### src/rtl/mat_pkg.sv
// Shared constants and types for the skewed operand feeder of an N x N systolic array.
// Optional job counter in the top is controlled by MAT_FEEDER_STATS_EN.
package mat_pkg;

  localparam int unsigned DEF_N  = 4;
  localparam int unsigned DEF_K  = 4;
  localparam int unsigned DEF_DW = 8;

  typedef enum logic [1:0] {
    ST_IDLE,
    ST_LOAD,
    ST_STREAM,
    ST_DONE
  } feeder_state_t;

  // One inner-dimension slice at the default geometry: column k of A, row k of B.
  typedef struct packed {
    logic [DEF_N*DEF_DW-1:0] a;
    logic [DEF_N*DEF_DW-1:0] b;
  } slice_t;

endpackage

### src/rtl/mat_slice_buf.sv
// K-entry slice register file with one write port and N skewed read lanes for A and B.
// Lane l of both operands reads slot rd_t-l; out-of-window lanes read as zero.
module mat_slice_buf
  import mat_pkg::*;
#(
  parameter int unsigned N  = DEF_N,
  parameter int unsigned K  = DEF_K,
  parameter int unsigned DW = DEF_DW,
  parameter int unsigned AW = (K > 1) ? $clog2(K) : 1,
  parameter int unsigned TW = 4
) (
  input  logic              CLK,
  input  logic              wr_en,
  input  logic [AW-1:0]     wr_addr,
  input  logic [N*DW-1:0]   wr_a,
  input  logic [N*DW-1:0]   wr_b,
  input  logic [TW-1:0]     rd_t,
  output logic [N*DW-1:0]   rd_a,
  output logic [N*DW-1:0]   rd_b
);

  logic [N*DW-1:0] mem_a [K];
  logic [N*DW-1:0] mem_b [K];
  logic [TW-1:0]   idx;

  always_ff @(posedge CLK) begin
    if (wr_en) begin
      mem_a[wr_addr] <= wr_a;
      mem_b[wr_addr] <= wr_b;
    end
  end

  // Same-cycle write data is forwarded so the last slice can be read as it lands.
  always_comb begin
    rd_a = '0;
    rd_b = '0;
    idx  = '0;
    for (int unsigned l = 0; l < N; l++) begin
      idx = rd_t - TW'(l);
      if (rd_t >= TW'(l) && idx < TW'(K)) begin
        if (wr_en && wr_addr == AW'(idx)) begin
          rd_a[l*DW +: DW] = wr_a[l*DW +: DW];
          rd_b[l*DW +: DW] = wr_b[l*DW +: DW];
        end else begin
          rd_a[l*DW +: DW] = mem_a[AW'(idx)][l*DW +: DW];
          rd_b[l*DW +: DW] = mem_b[AW'(idx)][l*DW +: DW];
        end
      end
    end
  end

endmodule

### src/rtl/mat_skew_feeder.sv
// Buffers K slices of A/B, then streams them diagonally skewed into an N x N PE array.
// Define MAT_FEEDER_STATS_EN to add the 16-bit job_count output.
module mat_skew_feeder
  import mat_pkg::*;
#(
  parameter int unsigned N  = DEF_N,
  parameter int unsigned K  = DEF_K,
  parameter int unsigned DW = DEF_DW
) (
  input  logic            CLK,
  input  logic            rst,
  input  logic            start,
  input  logic            in_valid,
  output logic            in_ready,
  input  logic [N*DW-1:0] in_a,
  input  logic [N*DW-1:0] in_b,
  output logic [N*DW-1:0] a_west,
  output logic [N*DW-1:0] b_north,
  output logic            array_en,
  output logic            busy,
  output logic            done
`ifdef MAT_FEEDER_STATS_EN
  ,
  output logic [15:0]     job_count
`endif
);

  localparam int unsigned AW = (K > 1) ? $clog2(K) : 1;
  localparam int unsigned TW = $clog2(K + 2*N);
  localparam logic [TW-1:0] LAST_T = TW'(K + 2*N - 3);

  feeder_state_t   state;
  logic [AW-1:0]   slice_cnt;
  logic [TW-1:0]   t;
  logic [TW-1:0]   rd_t;
  logic            wr_en;
  logic [N*DW-1:0] rd_a;
  logic [N*DW-1:0] rd_b;

  assign wr_en = in_valid && in_ready;

  // Outputs are registered, so the buffer is read one step ahead of the displayed t.
  assign rd_t = (state == ST_STREAM) ? t + TW'(1) : '0;

  mat_slice_buf #(
    .N  (N),
    .K  (K),
    .DW (DW),
    .AW (AW),
    .TW (TW)
  ) u_buf (
    .CLK     (CLK),
    .wr_en   (wr_en),
    .wr_addr (slice_cnt),
    .wr_a    (in_a),
    .wr_b    (in_b),
    .rd_t    (rd_t),
    .rd_a    (rd_a),
    .rd_b    (rd_b)
  );

  always_ff @(posedge CLK) begin
    if (rst) begin
      state     <= ST_IDLE;
      slice_cnt <= '0;
      t         <= '0;
      in_ready  <= 1'b0;
      array_en  <= 1'b0;
      busy      <= 1'b0;
      done      <= 1'b0;
      a_west    <= '0;
      b_north   <= '0;
    end else begin
      done <= 1'b0;
      case (state)
        ST_IDLE: begin
          if (start) begin
            state     <= ST_LOAD;
            slice_cnt <= '0;
            in_ready  <= 1'b1;
            busy      <= 1'b1;
          end
        end
        ST_LOAD: begin
          if (wr_en) begin
            slice_cnt <= slice_cnt + AW'(1);
            if (slice_cnt == AW'(K - 1)) begin
              state    <= ST_STREAM;
              t        <= '0;
              in_ready <= 1'b0;
              array_en <= 1'b1;
              a_west   <= rd_a;
              b_north  <= rd_b;
            end
          end
        end
        ST_STREAM: begin
          if (t == LAST_T) begin
            state    <= ST_DONE;
            array_en <= 1'b0;
            a_west   <= '0;
            b_north  <= '0;
            done     <= 1'b1;
          end else begin
            t       <= t + TW'(1);
            a_west  <= rd_a;
            b_north <= rd_b;
          end
        end
        ST_DONE: begin
          state <= ST_IDLE;
          busy  <= 1'b0;
        end
        default: state <= ST_IDLE;
      endcase
    end
  end

`ifdef MAT_FEEDER_STATS_EN
  always_ff @(posedge CLK) begin
    if (rst) begin
      job_count <= '0;
    end else if (done) begin
      job_count <= job_count + 16'd1;
    end
  end
`endif

endmodule

### config.mk
export PLATFORM = sky130hd
export DESIGN_NAME = mat_skew_feeder
export DESIGN_NICKNAME = d
export VERILOG_FILES = /design/src/rtl/mat_pkg.sv /design/src/rtl/mat_slice_buf.sv /design/src/rtl/mat_skew_feeder.sv
export SDC_FILE = /design/constraint.sdc
export NUM_CORES = 1
export LEC_CHECK = 0
export CAP_MARGIN = 20
export CORE_ASPECT_RATIO = 1.4
export CORE_MARGIN = 1
export CORE_UTILIZATION = 38
export DETAILED_ROUTE_END_ITERATION = 10
export PLACE_DENSITY_LB_ADDON = 0.25
export RECOVER_POWER = 50
export SETUP_SLACK_MARGIN = 0.15
export SLEW_MARGIN = 20
export SYNTH_ARGS = -nofsm -noshare
export SYNTH_HDL_FRONTEND = slang
export SYNTH_HIERARCHICAL = 1
export SYNTH_SLANG_ARGS = --single-unit
### constraint.sdc
create_clock -name CLK -period 7.4 [get_ports CLK]
set_input_delay 1.85 -clock CLK [delete_from_list [all_inputs] [get_ports CLK]]
set_output_delay 1.85 -clock CLK [all_outputs]
set_load 0.01 [all_outputs]
==> impl_metrics.env <==
export IMPL_start_util_pct=38.5
export IMPL_setup_worst_path_class="primary input to flop"
export IMPL_rr_startpoint="state[0]"
export IMPL_grt_first_pass_wirelength_um=59900
export IMPL_cp_depth=5
export IMPL_cts_made_buffers=34
export IMPL_crit_path_top_delay_cell="clkbuf_1"
export IMPL_clockBufferDepth=3
export IMPL_fin_crit_ps=5780
export IMPL_async_flop_share_pct=0
export IMPL_finalPower_mw=5.04
export IMPL_cp_required_ps=7800
export IMPL_drt_first_pass_iters=5
export IMPL_p_leak_nw=5.32
export IMPL_max_slew_margin_pct=-141
export IMPL_reg2reg_to="t[3]"
export IMPL_cts_setup_buffers=0
export IMPL_area_growth_pct=19.2
export IMPL_cpPeakStageDelay_ps=2550
export IMPL_syn_avg_cell_area_um2=14.9
export IMPL_ys_ff_latch=332
export IMPL_synth_edf_count=256
export IMPL_drive_above_1_share_pct=20.7
export IMPL_gr_total_overflow=0
export IMPL_multi_input_area_um2=5020
export IMPL_worstPathMaxFanout=67
export IMPL_ff2ff_setup_slack_ps=2260
export IMPL_dp_hpwl_um=22700
export IMPL_numPortBuffers=135
export IMPL_worst_clock_skew_ps=21.4
export IMPL_yosys_warnings=6
export IMPL_cts_max_level=2
export IMPL_cts_tree="yes"
export IMPL_routabilityCongestion=0.755
export IMPL_path_clk_slew_ps=60
export IMPL_fillers=3412
export IMPL_peakVddDrop_v=0.000156
export IMPL_outcome="complete, but fails checks"
export IMPL_dieWidth_um=169
export IMPL_path_cells="dlygate4sd3_1, nand4_1, clkbuf_1, a21boi_1, a31o_2"
export IMPL_end_kind="flop"
export IMPL_wl_per_cell_um=23.8
export IMPL_hold_path_class="flop to flop"
export IMPL_violations="max-capacitance violations, max-slew violations"
export IMPL_finalMaxSlewViolations=120
export IMPL_ctsResizeCount=0
export IMPL_clkSinkCount=332
export IMPL_syn_inst=992
export IMPL_regArea_um2=9210
export IMPL_synth_net_count=1072
export IMPL_ctsHoldBuffers=0
export IMPL_fin_setup_tns_ps=0
export IMPL_final_common_cell="edfxtp_1"
export IMPL_layout_nets=1160
export IMPL_crit_family="buffers and inverters"
export IMPL_drc=0
export IMPL_syn_cell_area_um2=14800
export IMPL_yosysSeqAreaShare_pct=62.3
export IMPL_drt_iter0_drc=951
export IMPL_ant_nets=0
export IMPL_crit_buf_inv=2
export IMPL_rsz0062_at_grt="no"
export IMPL_die_area_um2=39700
export IMPL_vias=9454
export IMPL_synth_cell_types=50
export IMPL_dp_cells=1566
export IMPL_startpoint_type="primary input"
export IMPL_max_cap_violations=2
export IMPL_crit_start="in_valid"
export IMPL_ys_flop_type="edfxtp_1"
export IMPL_die_h_um=235
export IMPL_num_io_pins=136
export IMPL_finalCritPeriodShare_pct=78.2
export IMPL_grt_pass1_vias=9582
export IMPL_critPathCapture="t[2]"
export IMPL_power_per_cell_area_nw_per_um2=286
export IMPL_vias_per_cell=5.81
export IMPL_worstMarginPinSlew_ps=3620
export IMPL_reg2reg_depth=6
export IMPL_worstPathArrival_ps=6190
export IMPL_grt_max_degree=71
export IMPL_final_cell_mix="256 x edfxtp_1, 127 x dlygate4sd3_1, 90 x a21oi_1"
export IMPL_antenna_found_initial=2
export IMPL_core_area_um2=38400
export IMPL_num_rows=85
export IMPL_clock_latency_ps=530
export IMPL_setup_viol=0
export IMPL_cts_root_buffer="clkbuf_16"
export IMPL_wirelength_um=38700
export IMPL_stdcell_count=1627
export IMPL_hold_viol=0
export IMPL_track_usage_pct=19.9
export IMPL_max_freq_mhz=173
## metal layers
layer,vias to the layer above,GRT usage (%),part of all wire [%]
met2,367,33.7,50
met3,67,3.06,6.1
met4,2,8.18,3.7
li1,4206,-,-
met5,-,0,0.034
met1,4812,25.4,40
## metrics by stage
step / cell area, µm² / worst slack (ps) / hold WS [ps] / util, %
final: 17600 / 1620 / 461 / 45.9
after floorplan: 14800 / 1590 / 449 / -
after global placement: 16500 / 2330 / 455 / 42.9
after detailed placement: 16500 / 2320 / 458 / 43.0
after global routing: 17600 / 1420 / 485 / 45.9
after CTS: 17600 / 2770 / 467 / 45.9
## logic make-up after synthesis
group,synth area share [%]
DFF,62.3
AOI/OAI and AO/OA,14.7
and+or+nand+nor,6.85
buffers and inverters,4.40
muxes,10.0
adders and majority gates,1.02
xor gates and xnor gates,0.695
## report_power, final
group          internal (mW)  switching [mW]
sequential              2.09          0.0307
combinational          0.431           0.758
clock                   1.01           0.717
## worst min-delay path by stage
stage / from / endpoint / slack, ps / cells past startpoint
after floorplan: slice_cnt[1] / slice_cnt[1] / 450 / 2
after global placement: b_north[23] / b_north[23] / 460 / 2
after detailed placement: a_west[9] / a_west[9] / 460 / 2
after CTS: b_north[23] / b_north[23] / 470 / 2
after global routing: b_north[4] / b_north[4] / 480 / 2
final: b_north[23] / b_north[23] / 460 / 2
## synth_stat cells, types with 5 or more instances
cell | n | area share [%]
nor2b_1 | 5 | 0.21
a21oi_1 | 90 | 3.0
buf_2 | 30 | 1.0
ha_1 | 12 | 1.0
xor2_1 | 5 | 0.30
mux4_2 | 64 | 9.8
a22oi_1 | 16 | 0.81
dfxtp_1 | 76 | 10
a211oi_1 | 18 | 0.91
o211ai_2 | 60 | 5.1
buf_4 | 13 | 0.66
a21oi_2 | 10 | 0.59
nand2_1 | 12 | 0.30
nand3_1 | 70 | 2.4
nand4_1 | 66 | 2.8
clkbuf_1 | 48 | 1.2
edfxtp_1 | 256 | 52
buf_6 | 8 | 0.61
inv_1 | 11 | 0.28
o31ai_1 | 65 | 3.3
buf_8 | 5 | 0.51
## cell type report
class,instances,share of cell area [%]
multi-input cells,541,28.5
clock buffers,50,5.89
diodes,1,0.0142
clock inverters,10,0.462
inverters,11,0.234
flip-flops and latches,332,52.3
well taps,522,3.71
repair buffers,160,8.85
## worst register-to-register path, stage by stage, from the launching register on
cell      delay, ps
dfxtp_1         350
inv_1            80
ha_1            350
nand4b_1        890
clkbuf_1       2610
nor2_1          320
a311o_1         430
## flip-flops by register name (all words and copies together), names as in the netlist
register	count
busy	1
in_ready	1
t	4
u_buf/mem_b	128
state	2
u_buf/mem_a	128
done	1
b_north	32
a_west	32
array_en	1
slice_cnt	2
No activity file was read; power rests on OpenSTA's default activity.
